$ cat src/rtl/npc_pkg.sv
// npc_pkg: shared definitions for the next-PC sequencer.
//   - MIPS opcode and funct field constants decoded by npc_seq.
//   - npc_state_t: RUN/HALT state of the sequencer.
package npc_pkg;

  localparam logic [5:0] OP_RTYPE = 6'b000000;
  localparam logic [5:0] OP_J     = 6'b000010;
  localparam logic [5:0] OP_JAL   = 6'b000011;
  localparam logic [5:0] OP_BEQ   = 6'b000100;
  localparam logic [5:0] OP_BNE   = 6'b000101;

  localparam logic [5:0] FN_JR      = 6'b001000;
  localparam logic [5:0] FN_SYSCALL = 6'b001100;

  typedef enum logic {
    RUN  = 1'b0,
    HALT = 1'b1
  } npc_state_t;

endpackage

$ cat src/rtl/npc_sat_counter.sv
// npc_sat_counter: W-bit saturating event counter.
// Ports:
//   clk  - clock
//   rst  - synchronous reset, active-low (clears the count)
//   inc  - count one event this cycle
//   clr  - clear the count; wins over a simultaneous inc
//   cnt  - current count, sticks at 2^W-1
module npc_sat_counter #(
  parameter int W = 16
) (
  input  logic         clk,
  input  logic         rst,
  input  logic         inc,
  input  logic         clr,
  output logic [W-1:0] cnt
);

  logic [W-1:0] cnt_q;

  // NOTE: reset is sampled on the clock edge, so it lives inside the
  // posedge-only block rather than in the sensitivity list.
  always_ff @(posedge clk) begin
    if (!rst) begin
      cnt_q <= '0;
    end else if (clr) begin
      cnt_q <= '0;
    end else if (inc && (cnt_q != '1)) begin
      cnt_q <= cnt_q + W'(1);
    end
  end

  assign cnt = cnt_q;

endmodule

$ cat src/rtl/npc_seq.sv
// npc_seq: PC register and next-PC logic for the single-cycle MIPS datapath,
// with a RUN/HALT state machine and saturating branch statistics.
// Ports:
//   clk, rst        - clock, synchronous active-low reset
//   en              - advance enable (0 = stall)
//   go              - resume pulse, only meaningful while halted
//   clr_stats       - clear all statistics counters
//   instr           - current instruction
//   rs_val, rt_val  - register-file read data
//   sys_val         - $v0 value inspected by SYSCALL
//   pc              - registered PC
//   next_pc         - combinational next PC
//   link_pc         - pc+4, JAL return address
//   halted          - high while in HALT
//   uncond_cnt      - J/JAL/JR count
//   cond_cnt        - BEQ/BNE count
//   cond_taken_cnt  - taken BEQ/BNE count
module npc_seq
  import npc_pkg::*;
#(
  parameter int                ADDR_W    = 32,
  parameter int                CNT_W     = 16,
  parameter logic [ADDR_W-1:0] RESET_PC  = '0,
  parameter logic [31:0]       HALT_CODE = 32'hA
) (
  input  logic              clk,
  input  logic              rst,
  input  logic              en,
  input  logic              go,
  input  logic              clr_stats,
  input  logic [31:0]       instr,
  input  logic [31:0]       rs_val,
  input  logic [31:0]       rt_val,
  input  logic [31:0]       sys_val,
  output logic [ADDR_W-1:0] pc,
  output logic [ADDR_W-1:0] next_pc,
  output logic [ADDR_W-1:0] link_pc,
  output logic              halted,
  output logic [CNT_W-1:0]  uncond_cnt,
  output logic [CNT_W-1:0]  cond_cnt,
  output logic [CNT_W-1:0]  cond_taken_cnt
);

  npc_state_t        state_q, state_d;
  logic [ADDR_W-1:0] pc_q, pc_d;

  logic [5:0]        op, funct;
  logic              is_jump, is_jr, is_sys, is_beq, is_bne;
  logic              is_uncond, is_cond, br_taken, sys_halt;
  logic [ADDR_W-1:0] p4, br_off, br_target, j_target, jr_target, run_next;
  logic              inc_uncond, inc_cond, inc_taken;

  assign op    = instr[31:26];
  assign funct = instr[5:0];

  assign p4        = pc_q + ADDR_W'(4);
  assign br_off    = {{(ADDR_W-18){instr[15]}}, instr[15:0], 2'b00};
  assign br_target = p4 + br_off;
  assign jr_target = ADDR_W'(rs_val);

  // The jump region keeps whatever PC bits sit above the 28-bit pseudo-direct
  // field; a 28-bit PC has none.
  if (ADDR_W > 28) begin : g_jregion
    assign j_target = {p4[ADDR_W-1:28], instr[25:0], 2'b00};
  end else begin : g_jflat
    assign j_target = {instr[25:0], 2'b00};
  end

  // Decode and RUN-state next-PC selection.
  // NOTE: combinational blocks use blocking assignments and give every
  // output a default first, so no path leaves a signal unassigned (latch).
  always_comb begin
    is_jump   = (op == OP_J) || (op == OP_JAL);
    is_jr     = (op == OP_RTYPE) && (funct == FN_JR);
    is_sys    = (op == OP_RTYPE) && (funct == FN_SYSCALL);
    is_beq    = (op == OP_BEQ);
    is_bne    = (op == OP_BNE);
    is_uncond = is_jump || is_jr;
    is_cond   = is_beq || is_bne;
    br_taken  = (is_beq && (rs_val == rt_val)) || (is_bne && (rs_val != rt_val));
    sys_halt  = is_sys && (sys_val == HALT_CODE);

    run_next = p4;
    if (is_jump) begin
      run_next = j_target;
    end else if (is_jr) begin
      run_next = jr_target;
    end else if (br_taken) begin
      run_next = br_target;
    end else if (sys_halt) begin
      run_next = pc_q;
    end
  end

  // State register.
  // NOTE: sequential state is written with non-blocking assignments so every
  // register samples its pre-edge inputs.
  always_ff @(posedge clk) begin
    if (!rst) begin
      state_q <= RUN;
      pc_q    <= RESET_PC;
    end else begin
      state_q <= state_d;
      pc_q    <= pc_d;
    end
  end

  // Next-state logic.
  always_comb begin
    state_d = state_q;
    pc_d    = pc_q;
    case (state_q)
      RUN: begin
        if (en) begin
          pc_d = run_next;
          if (sys_halt) begin
            state_d = HALT;
          end
        end
      end
      HALT: begin
        // Resume one instruction past the SYSCALL that stopped us.
        if (go) begin
          state_d = RUN;
          pc_d    = p4;
        end
      end
      default: state_d = RUN;
    endcase
  end

  // Outputs.
  always_comb begin
    halted     = (state_q == HALT);
    next_pc    = halted ? pc_q : run_next;
    inc_uncond = !halted && en && is_uncond;
    inc_cond   = !halted && en && is_cond;
    inc_taken  = !halted && en && br_taken;
  end

  assign pc      = pc_q;
  assign link_pc = p4;

  npc_sat_counter #(.W(CNT_W)) u_uncond_cnt (
    .clk (clk),
    .rst (rst),
    .inc (inc_uncond),
    .clr (clr_stats),
    .cnt (uncond_cnt)
  );

  npc_sat_counter #(.W(CNT_W)) u_cond_cnt (
    .clk (clk),
    .rst (rst),
    .inc (inc_cond),
    .clr (clr_stats),
    .cnt (cond_cnt)
  );

  npc_sat_counter #(.W(CNT_W)) u_cond_taken_cnt (
    .clk (clk),
    .rst (rst),
    .inc (inc_taken),
    .clr (clr_stats),
    .cnt (cond_taken_cnt)
  );

endmodule

$ cat config.mk
export PLATFORM = sky130hd
export DESIGN_NAME = npc_seq
export DESIGN_NICKNAME = d
export VERILOG_FILES = /design/src/rtl/npc_pkg.sv /design/src/rtl/npc_sat_counter.sv /design/src/rtl/npc_seq.sv
export SDC_FILE = /design/constraint.sdc
export NUM_CORES = 1
export LEC_CHECK = 0
export ABC_AREA = 1
export CAP_MARGIN = 30
export CORE_MARGIN = 2
export CORE_UTILIZATION = 29
export DETAILED_ROUTE_END_ITERATION = 10
export GPL_ROUTABILITY_DRIVEN = 1
export PLACE_DENSITY = 0.64
export SYNTH_ARGS = -nofsm -noshare
export SYNTH_HDL_FRONTEND = slang
export SYNTH_SLANG_ARGS = --single-unit
$ cat constraint.sdc
create_clock -name clk -period 10 [get_ports clk]
set_input_delay 2 -clock clk [delete_from_list [all_inputs] [get_ports clk]]
set_output_delay 2 -clock clk [all_outputs]
set_load 0.02 [all_outputs]
==> metrics.yaml <==
synthesis:
  ys_seq_elements: 81
  synth_cells: 1728
  synthesis.area_mm2: 0.009574
  syn_nets: 1901
  async_flop_share_pct: 0
  yosys.area.top_type: "nand2_1"
  ys_top_cells_by_area: "nand2_1 21%, dfxtp_1 17%, inv_1 11%"
  synth_top_area_share_pct: 21.29
  synth_cell_type_count: 50
  yosys_warnings: 0
  synth-edff-count: 0
  synth_area_per_cell_um2: 5.541
  synth.yosys.seq_area_share_pct: 16.94
  synthFlopType: "dfxtp_1"
sta:
  tightest_slew_ns: 0.9053
  rsz0062_at_grt: "false"
  fin_crit_sh_pct: 74.70
  maxSlewHeadroom_pct: 39.50
  period_minus_slack_ns: 7.470
  drv_slew: 0
  fin_worst_skew_ns: 0.02179
  max_freq_mhz: 133.9
  setup-violations-final: 0
  hold_violations: 0
  setup_tns_ns: 0
clock_network:
  ctsHtreeMaxLevel: 3
  clkLatencyLatePin_ns: 0.37
  cts_root_buf: "clkbuf_16"
  clock_sinks: 81
  cts_made_buffers: 9
  cts_setup_buffers: 0
  cts_buffer_depth: 2
  cts-resized-gates: 0
  tritoncts: "done"
  holdBufCountCts: 0
  clk_pin_slew_ns: 0.07
worst_hold_path:
  hp-class: "reg2reg"
  min_from: "u_cond_taken_cnt.cnt[15]"
critical_path:
  endpoint_kind: "output pin"
  slowest_delay_ns: 0.70
  cp.arrival_ns: 5.47
  cp_top_family: "simple AND/OR/NAND/NOR gates"
  slowest_stage: "clkdlybuf4s50_1"
  cp_max_fo: 21
  crit_chain: "clkdlybuf4s50_1, xnor2_1, nand2_1, nor2_1, nand2_1, nor2_1, nand3_1, nand2_1, buf_4, nand2_1, nand3_1, nand2_1, o21ai_0, clkdlybuf4s50_1"
  start_kind: "input pin"
  worstPathBufferInverterCount: 3
  cp-startpoint: "rs_val[23]"
  crit_type: "in2out"
  crit_path_frequent_cell: "nand2_1"
  r2r_start: "pc[3]"
  r2r_slack_ns: 6.03
  critPathRequiredTime_ns: 8.00
die:
  die_area_mm2: 0.03448
  die_h_um: 185.7
  die_w_um: 185.7
  core_mm2: 0.03254
  rows: 66
  io_pins: 278
  start_util_pct: 29.43
power_and_ir_drop:
  p_sw_w: 0.0004385
  power_per_cell_area_mw_per_mm2: 89.54
  power.share.switching_pct: 37.33
  combinationalPowerShare_pct: 35.6
  seq_power_share_pct: 30.0
  p_int_w: 0.0007361
  power_frac_clock_pct: 34.4
  cellLeakagePower_nw: 5.878
  peakVddDrop_mv: 0.07857
route:
  drtIter0Drc: 1116
  route.detailed.wl_per_inst_um: 17.53
  viasPerCell: 4.970
  wirelength_um: 42620
  firstDrtPassIters: 6
  vias: 12080
  final_antenna_net_count: 0
  drc: 0
final_layout:
  num-fill-cells: 3581
  design_area_mm2: 0.01312
  areaGrowthSynthToFinish_pct: 37.02
  final_nets: 2154
  layout-drive-gt1-share_pct: 4.683
  stdcell_count: 2431
global_routing:
  grt_first_pass_wirelength_um: 64690
  grt.overflow.total: 0
  grt_max_degree: 49
  gr-usage-all-layers_pct: 24.56
  antenna_found_initial: 2
  grt_pass1_vias: 11460
placement:
  place_area_mm2: 0.01275
  dpl.hpwl_um: 34310
  port_buffers: 277
  gp_congestion: 0.9934
  place_inst: 2411
flow_run:
  maxCapViolations: 0
outcome:
  status: "complete, no violations"
[cells in the mapped netlist, drive strengths merged (16+ instances only)]
cell and count:
nand3b 16, nand4 18, xor2 32, a21oi 84, o21ai 125, clkbuf 23, nor3 36, buf 24
nor2 179, o211ai 18, nand3 131, xnor2 29, dfxtp 81, nand2 555, inv 291, ha 39
[state kept, by name, summed over array words and instances, names as in the netlist]
name	cells
pc	32
u_cond_cnt.cnt	16
u_cond_taken_cnt.cnt	16
u_uncond_cnt.cnt	16
halted	1
[kinds of logic after synthesis]
| kind of cell | after synthesis | share of synthesized area, % |
|---|---|---|
| XOR/XNOR | 61 | 5.815 |
| buffers and inverters | 338 | 13.83 |
| adder cells (fa/ha/maj) | 40 | 5.306 |
| AO/OA/AOI/OAI | 246 | 13.98 |
| AND/OR/NAND/NOR | 960 | 43.92 |
| flip-flops | 81 | 16.94 |
| multiplexers | 2 | 0.2091 |
[power groups by stage]
stage	Combinational, W	Clock [W]	Sequential, W
finish	0.000418	0.000404	0.000352
global route	0.000457	0.000421	0.000353
CTS	0.000415	0.000412	0.000351
detailed placement	0.000413	0	0.000359
global placement	0.000411	0	0.000359
floorplan	0.000220	0	0.000360
[worst min-delay path, stage by stage, from the launching register on]
cell     delay, ns
dfxtp_1       0.33
nand2_1       0.06
a21oi_1       0.05
[metal layers]
layer	up-vias	wire, µm	global-route usage (%)
li1	5969	-	-
met1	5491	18030	31.45
met2	554	19720	41.01
met3	69	3526	4.461
met4	0	1343	9.039
met5	-	0	0
[final timing paths]
path,to,cells past startpoint
setup / recovery,next_pc[18],14
hold / removal,u_cond_taken_cnt.cnt[15],2
setup reg to reg,pc[29],18
hold reg to reg,u_cond_taken_cnt.cnt[15],2
[cells in the final DEF, fill, tap and decap left out, drive strengths merged, types with 18 or more instances in the layout]
master and count:
nand4 18, ha 39, nor2 179, dfxtp 81, nand3 131, inv 295
clkdlybuf4s50 277, a21oi 84, nor3 36, o21ai 125, xor2 32, xnor2 29
nand2 555, o211ai 18
[final cells by class]
| type | count | area (µm²) | area share, % |
|---|---|---|---|
| inverters | 291 | 1092 | 8.326 |
| multi-input cells | 1309 | 6631 | 50.55 |
| clock inverters | 7 | 107.6 | 0.8202 |
| flip-flops and latches | 81 | 1622 | 12.36 |
| well taps | 442 | 553.0 | 4.216 |
| diodes | 3 | 7.507 | 0.05722 |
| repair buffers | 289 | 2880 | 21.96 |
| clock buffers | 9 | 225.2 | 1.717 |
[per-stage QoR]
step           hold slack [ns]   power, W  setup WS [ns]  util (%)
4_1_cts                 0.4976   0.001179          2.283     40.22
3_3_place_gp            0.4703  0.0007704          2.331     39.20
5_1_grt                 0.5338   0.001231          2.240     40.31
2_1_floorplan           0.5470  0.0005808          4.260         -
6_report                0.4926   0.001175          2.530     40.32
3_5_place_dp            0.4867  0.0007717          2.285     39.20
Power figures use the tool's default switching activity.
